==> src/rtl/bit_serializer_if.sv <==
// Handshake/stream bundle for bit_serializer: word push side and serial bit side.
// master = word producer / bit consumer, slave = the serializer.
interface bit_serializer_if #(
  parameter int WIDTH = 8
) ();
  logic [WIDTH-1:0] in_data;
  logic             in_valid;
  logic             in_ready;
  logic             dout;
  logic             dout_valid;
  logic             busy;

  modport master (
    output in_data, in_valid,
    input  in_ready, dout, dout_valid, busy
  );

  modport slave (
    input  in_data, in_valid,
    output in_ready, dout, dout_valid, busy
  );
endinterface

==> src/rtl/bit_serializer.sv <==
// Parallel-to-serial front end: DEPTH-entry word FIFO feeding an MSB-first shifter.
// Define BIT_SERIALIZER_PARITY_EN to append an even-parity bit after each word.
module bit_serializer #(
  parameter int WIDTH = 8,
  parameter int DEPTH = 4
) (
  input  logic             clk,
  input  logic             reset,
  bit_serializer_if.slave  bus
);
  localparam int AW = $clog2(DEPTH);
`ifdef BIT_SERIALIZER_PARITY_EN
  localparam int FRAME = WIDTH + 1;
`else
  localparam int FRAME = WIDTH;
`endif
  localparam int IW = $clog2(FRAME);
  localparam logic [IW-1:0] LAST = IW'(FRAME - 1);

  typedef enum logic {IDLE, SHIFT} state_t;

  logic [WIDTH-1:0] mem [DEPTH];
  logic [AW-1:0]    wr_ptr, rd_ptr;
  logic [AW:0]      count;
  state_t           state;
  logic [WIDTH-1:0] shreg;
  logic [IW-1:0]    idx;
  logic             push, pop, last;
  logic [WIDTH-1:0] head;
`ifdef BIT_SERIALIZER_PARITY_EN
  logic             par;
`endif

  // in_ready looks only at the registered count, so a same-cycle pop never frees a slot early
  assign bus.in_ready = !reset && (count < (AW+1)'(DEPTH));
  assign push = bus.in_valid && bus.in_ready;
  assign last = (state == SHIFT) && (idx == LAST);
  assign pop  = (count != '0) && ((state == IDLE) || last);
  assign head = mem[rd_ptr];
  assign bus.busy = (count != '0) || (state == SHIFT);

  always_ff @(posedge clk) begin
    if (push) mem[wr_ptr] <= bus.in_data;
  end

  always_ff @(posedge clk or posedge reset) begin
    if (reset) begin
      wr_ptr         <= '0;
      rd_ptr         <= '0;
      count          <= '0;
      state          <= IDLE;
      shreg          <= '0;
      idx            <= '0;
      bus.dout       <= 1'b0;
      bus.dout_valid <= 1'b0;
`ifdef BIT_SERIALIZER_PARITY_EN
      par            <= 1'b0;
`endif
    end else begin
      if (push) wr_ptr <= wr_ptr + 1'b1;
      if (pop)  rd_ptr <= rd_ptr + 1'b1;
      case ({push, pop})
        2'b10:   count <= count + 1'b1;
        2'b01:   count <= count - 1'b1;
        default: count <= count;
      endcase

      if (pop) begin
        // load on the edge after the previous frame's last bit: zero-gap streaming
        state          <= SHIFT;
        shreg          <= head;
        idx            <= '0;
        bus.dout       <= head[WIDTH-1];
        bus.dout_valid <= 1'b1;
`ifdef BIT_SERIALIZER_PARITY_EN
        par            <= ^head;
`endif
      end else if (last) begin
        state          <= IDLE;
        idx            <= '0;
        bus.dout       <= 1'b0;
        bus.dout_valid <= 1'b0;
      end else if (state == SHIFT) begin
        idx   <= idx + 1'b1;
        shreg <= {shreg[WIDTH-2:0], 1'b0};
`ifdef BIT_SERIALIZER_PARITY_EN
        bus.dout <= (idx == IW'(WIDTH - 1)) ? par : shreg[WIDTH-2];
`else
        bus.dout <= shreg[WIDTH-2];
`endif
      end
    end
  end
endmodule
==> src/flat_wrapper.sv <==
// flat-port wrapper written by rule: the top's interface ports become plain ports
module bit_serializer_flat 
#(
  parameter int WIDTH = 8,
  parameter int DEPTH = 4
)
  (clk, reset, bus_in_data, bus_in_valid, bus_in_ready, bus_dout, bus_dout_valid, bus_busy);
  bit_serializer_if #(.WIDTH(WIDTH)) bus_i ();
  input  logic clk;
  input  logic reset;
  input wire logic [$bits(bus_i.in_data)-1:0] bus_in_data;
  input wire logic [$bits(bus_i.in_valid)-1:0] bus_in_valid;
  output wire logic [$bits(bus_i.in_ready)-1:0] bus_in_ready;
  output wire logic [$bits(bus_i.dout)-1:0] bus_dout;
  output wire logic [$bits(bus_i.dout_valid)-1:0] bus_dout_valid;
  output wire logic [$bits(bus_i.busy)-1:0] bus_busy;
  assign bus_i.in_data = bus_in_data;
  assign bus_i.in_valid = bus_in_valid;
  assign bus_in_ready = bus_i.in_ready;
  assign bus_dout = bus_i.dout;
  assign bus_dout_valid = bus_i.dout_valid;
  assign bus_busy = bus_i.busy;
  bit_serializer #(.WIDTH(WIDTH), .DEPTH(DEPTH)) u_core (.clk(clk), .reset(reset), .bus(bus_i));
endmodule
==> config.mk <==
export PLATFORM = sky130hd
export DESIGN_NAME = bit_serializer_flat
export DESIGN_NICKNAME = d
export VERILOG_FILES = /design/src/rtl/bit_serializer_if.sv /design/src/rtl/bit_serializer.sv /design/src/flat_wrapper.sv
export SDC_FILE = /design/constraint.sdc
export NUM_CORES = 1
export LEC_CHECK = 0
export BUFFER_PORTS_ARGS = -buffer_cell sky130_fd_sc_hd__buf_4
export CORE_ASPECT_RATIO = 1.75
export CORE_MARGIN = 4
export CORE_UTILIZATION = 63
export DETAILED_ROUTE_END_ITERATION = 16
export PLACE_DENSITY = 0.85
export SLEW_MARGIN = 20
export SYNTH_ARGS = -nofsm -noshare
export SYNTH_HDL_FRONTEND = slang
export SYNTH_SLANG_ARGS = --single-unit
==> constraint.sdc <==
create_clock -name clk -period 3.5 [get_ports clk]
set_input_delay 0.35 -clock clk [delete_from_list [all_inputs] [get_ports clk]]
set_output_delay 0.35 -clock clk [all_outputs]
set_load 0.02 [all_outputs]
---- Word-level counts from Yosys, hierarchy flattened ----
Memory sizes are Yosys's and may differ from the RTL's.
Cells that the tools add are included.
W data, S select, Z words.
storage, ports and cells
  RAM bits ................................ 32
  memories ................................ 1
  output and inout port bits .............. 4
  bits in registers ....................... 19
cells by class
  $lt $le $gt $ge ......................... 1
  mux-type cells .......................... 14
  reductions and logical operators ........ 13
  bitwise operators ....................... 1
  add/sub/neg operators ................... 5
  equality and inequality tests ........... 4
memory list
  memory      depth  width  read ports  clocked after memory_dff  write ports  RTL line              text
  u_core.mem  4      8      1           0                         1            bit_serializer.sv:22  logic [WIDTH-1:0] mem [DEPTH];
operators with widths
  kind                   number
  $mux W7                3
  $mux W3                3
  $mux W1                7
  $add A3 B1 Y3 const B  2
  $pmux W3 S2            1
  $reduce_bool A2 Y1     3
  $reduce_bool A3 Y1     2
  $add A2 B1 Y2 const B  2
  $logic_and A1 B1 Y1    4
  $eq A3 B3 Y1 const B   1
  $lt A3 B3 Y1 const B   1
  $sub A3 B1 Y3 const B  1
  $eq A2 B1 Y1 const B   1
  $eq A2 B2 Y1 const B   1
  $logic_or A1 B1 Y1     2
  $ne A2 B1 Y1 const B   1
  $reduce_and A2 Y1      1
  $logic_not A1 Y1       1
  $not A1 Y1             1

---- Logic depth before layout (Yosys ltp) ----
  depth after elaboration ................. 6
  mapped depth ............................ 10
  gate-level depth less buffers ........... 9

---- Worst setup path after synthesis ----
OpenSTA, ideal clock, no wires.
  path type ............................... reg-to-reg
  start point ............................. reg u_core.count[2]
  end point ............................... reg u_core.count[2]
  stages on the path, launching flop included .. 9
  data arrival time ....................... 2.036 ns
  buffers on the path ..................... 0
  path slack .............................. 1.338 ns
  path through ............................ dfrtp_1 nor2_1 and2_4 inv_1 ha_1 fa_1 xnor2_1 nor2_1 xor2_1
between the ends
  longest elaborated chain between the ends .. 5
  elaborated cells between the ends (all ways) .. 11
RTL lines
  what                                                      RTL line              text
  start: declaration                                        bit_serializer.sv:24  logic [AW:0] count;
  start signal: assignment                                  bit_serializer.sv:63  2'b10: count <= count + 1'b1;
  start signal: assignment                                  bit_serializer.sv:64  2'b01: count <= count - 1'b1;
  start signal: assignment                                  bit_serializer.sv:65  default: count <= count;
  $lt A3 B3 Y1 *                                            bit_serializer.sv:35  assign bus.in_ready = !reset && (count < (AW+1)'(DEPTH));
  $logic_and A1 B1 Y1 *                                     bit_serializer.sv:35
  named net bus_in_ready                                    flat_wrapper.sv:13    output wire logic [$bits(bus_i.in_ready)-1:0] bus_in_ready;
  $logic_and A1 B1 Y1 *                                     bit_serializer.sv:36  assign push = bus.in_valid && bus.in_ready;
  $eq A2 B1 Y1 / $eq A2 B2 Y1 (equally long branches)       bit_serializer.sv:62  case ({push, pop})
  $pmux W3 S2 / $reduce_bool A2 Y1 (equally long branches)  -
Mark *: on every way through the listed nets, which the timed path passes. The rest lies on a longest branch.
A chain may end at the register's enable or synchronous reset.

---- Worst setup path in the final report ----
  start point ............................. reg u_core.idx[0]
  end point ............................... reg u_core.count[2]
between the ends
  longest elaborated chain between the ends .. 6
  elaborated cells between the ends (all ways) .. 8
RTL lines
  what                                                      RTL line              text
  start: declaration                                        bit_serializer.sv:27  logic [IW-1:0] idx;
  start signal: assignment                                  bit_serializer.sv:84  idx <= idx + 1'b1;
  $eq A3 B3 Y1 *                                            bit_serializer.sv:37  assign last = (state == SHIFT) && (idx == LAST);
  $logic_and A1 B1 Y1 *                                     bit_serializer.sv:37
  $logic_or A1 B1 Y1 *                                      bit_serializer.sv:38  assign pop = (count != '0) && ((state == IDLE) || last);
  $logic_and A1 B1 Y1 *                                     bit_serializer.sv:38
  named net u_core.pop                                      bit_serializer.sv:28  logic push, pop, last;
  $eq A2 B1 Y1 / $eq A2 B2 Y1 (equally long branches)       bit_serializer.sv:62
  $pmux W3 S2 / $reduce_bool A2 Y1 (equally long branches)  -
Marked as above.

==> results.txt <==
R2R Path Start -> u_core.idx[0]
Mapped Nets -> 158
Clock latency on the worst-skew pair -> 0.30 ns
Fin area -> 0.002360 mm^2
Final core occ -> 73.53%
Required time worst endpoint -> 3.73 ns
R2R Setup Slk -> 1.13 ns
Power per cell area -> 756.8 mW/mm^2
Endpoint class of the critical path -> register
Routed WL per cell -> 16.77 um
Non-filler cells, final -> 199
Starting Density -> 66.98%
Worst VDD drop -> 0.5500 mV
CTS resizes -> 0
Vias/cell -> 5.628
Layout Nets -> 174
Slew HR -> 51.08%
Clk root buf -> clkbuf_8
Diode count -> 0
Synth area leader -> edfxtp_1
Most frequent cells in the layout -> edfxtp_1 (32), dfrtp_1 (19), buf_4 (15)
Hold Fails Final Rpt -> 0
Max-Cap Viols -> 0
CTS Hold Bufs -> 0
Yosys top cell area share -> 44.70%
Final Critical Period -> 2.369 ns
Gr ovfl total -> 0
Synth Area per Inst -> 15.46 um^2
Setup Skew -> 0.003644 ns
Worst setup path end -> u_core.count[2]
Tot GR Track Use -> 18.54%
Unrepaired setup endpoints after global routing -> false
Largest net degree at the start of global routing -> 20
Most common cell after layout, fill and taps aside -> edfxtp_1
LEAKAGE -> 0.9320 nW
Arrival time at the worst endpoint -> 2.60 ns
H-tree Lvls -> 2
Area growth syn-to-layout -> 9.779%
Warnings, synthesis -> 0
Hold Path Class -> input port to asynchronous set/reset pin
Top post-synthesis cells by area -> edfxtp_1 (45%), dfrtp_1 (22%), mux4_2 (8.4%), ha_1 (4.1%), a21oi_1 (3.0%)
Drt pass-1 iters -> 4
Slew Limit Fails -> 0
CP max FO -> 9
Critical Path Source Type -> register
Io pins -> 15
DP Area -> 0.002271 mm^2
Total DRC errors in the routed layout -> 0
# setup viols final -> 0
Tcrit/Tclk final -> 67.70%
CTS buffer count -> 5
Worst Reg-to-Reg Cells -> 10
Die Width -> 52.16 um
Share of cells above drive strength 1 -> 23.72%
Final worst setup slack -> 1.131 ns
Worst Max-Slew Pin Slew -> 0.7330 ns
Clock Sinks -> 51
Mapped cell area -> 0.002150 mm^2
Gp weighted congestion -> 0.7745
Vias in the first global route -> 1,242
Antenna Violating Nets Remaining -> 0
Distinct cells, synth -> 30
Initial antenna violation count -> 0
Via count -> 1,120
Critical R2R Capture -> u_core.count[2]
Worst slack at placement -> 1.153 ns
Overall Power -> 1.786 mW
Placed Cells -> 191
# rows -> 27
Critical path class -> register to register
First-pass GRT wire length -> 5796 um
Max frequency -> 422.1 MHz
Number of DRC markers in iteration 0 -> 15
CTS tree -> done
Seq/Total Area, Yosys -> 66.82%
Max Root-Sink Buffers -> 2
Sum Neg Setup Slack -> 0 ns
Critical path startpoint -> u_core.idx[0]
Cells after Synth -> 139
DIE HEIGHT -> 85.27 um
Reg clk slew, reported paths -> 0.09 ns
#FFs+latches synth -> 51
Count of input and output buffers -> 14
Die ar. -> 0.004447 mm^2
Outcome -> finished clean
Worst hold margin -> 0.1751 ns
Setup Fix Bufs, Post-CTS -> 0
Total Routed Length -> 3338 um
# fillers -> 208
Core Region -> 0.003209 mm^2
Dpl hpwl -> 2490 um
## cells in the mapped netlist
master and n:
nor2b_1 1, xor2_1 2, inv_1 6, buf_6 2
o211ai_1 1, and3_1 4, o21ai_1 1, and2_4 1
o211ai_2 1, nor3_4 1, xnor2_1 4, mux2_2 2
edfxtp_1 32, a32oi_1 1, nand2b_1 1, ha_1 7
or3_1 1, buf_4 1, nand2_1 14, a21oi_1 13
clkbuf_2 1, nor2_1 8, buf_2 2, o22ai_1 1
nand3_2 1, mux4_2 8, nor2_2 1, mux2i_1 1
dfrtp_1 19, fa_1 1
## logic make-up (layout without fill, tap and decap cells)
kind of cell    count (synthesis)  in the layout  synth area share [%]
compound gates                 18             18                 4.889
flops                          51             51                 66.82
fa+ha+maj                       8              8                 5.006
simple gates                   33             33                 7.801
xor+xnor                        6              6                 2.445
mux                            11             11                 9.895
buf+inv                        12             29                 3.143
## layout make-up
class                   instances  area (um^2)  area share (%)
inverters                       6        22.52          0.9544
well taps                      43        53.80           2.280
clock buffers                   5        68.82           2.916
repair buffers                 15        112.6           4.772
multi-input cells              76        645.6           27.36
flip-flops and latches         51         1436           60.87
clock inverters                 3        20.02          0.8484
## flip-flops by register name (all words and copies together), names as in the netlist
name	flops
u_core.bus.dout	1
u_core.bus.dout_valid	1
u_core.count	3
u_core.idx	3
u_core.mem	32
u_core.rd_ptr	2
u_core.shreg	7
u_core.wr_ptr	2
## per-layer routing
layer	vias to the layer above	GRT usage (%)	share of wire [%]	routed length [um]
met1	546	20.35	36	1205
met2	28	30.47	56	1883
li1	537	-	-	-
met5	-	0	0	0
met3	9	6.327	4.6	154
met4	0	10.47	2.8	94
## power by group
group / switching, mW / total (mW) / internal [mW] / leakage, nW
combinational: 0.270 / 0.551 / 0.281 / 0.372
sequential: 0.137 / 0.910 / 0.773 / 0.518
clock: 0.185 / 0.324 / 0.139 / 0.0418
## worst max-delay path, stage by stage, from the launching register on
cell,delay [ns]
dfrtp_1,0.40
ha_1,0.21
ha_1,0.24
nor2b_1,0.17
buf_4,0.19
nor2_2,0.06
ha_1,0.24
fa_1,0.39
xnor2_1,0.13
nor2_1,0.11
xor2_1,0.16
## worst min path at each step
stage | startpoint | slack (ns) | depth (start not counted) | end
finish | reset | 0.18 | 2 | u_core.wr_ptr[0]
floorplan | reset | 0.30 | 1 | u_core.bus.dout
detailed placement | u_core.idx[0] | 0.48 | 1 | u_core.idx[0]
CTS | reset | 0.18 | 2 | u_core.count[2]
global route | reset | 0.22 | 2 | u_core.wr_ptr[1]
global placement | u_core.idx[0] | 0.47 | 1 | u_core.idx[0]
Note: power is estimated with default switching activity, not from simulation.
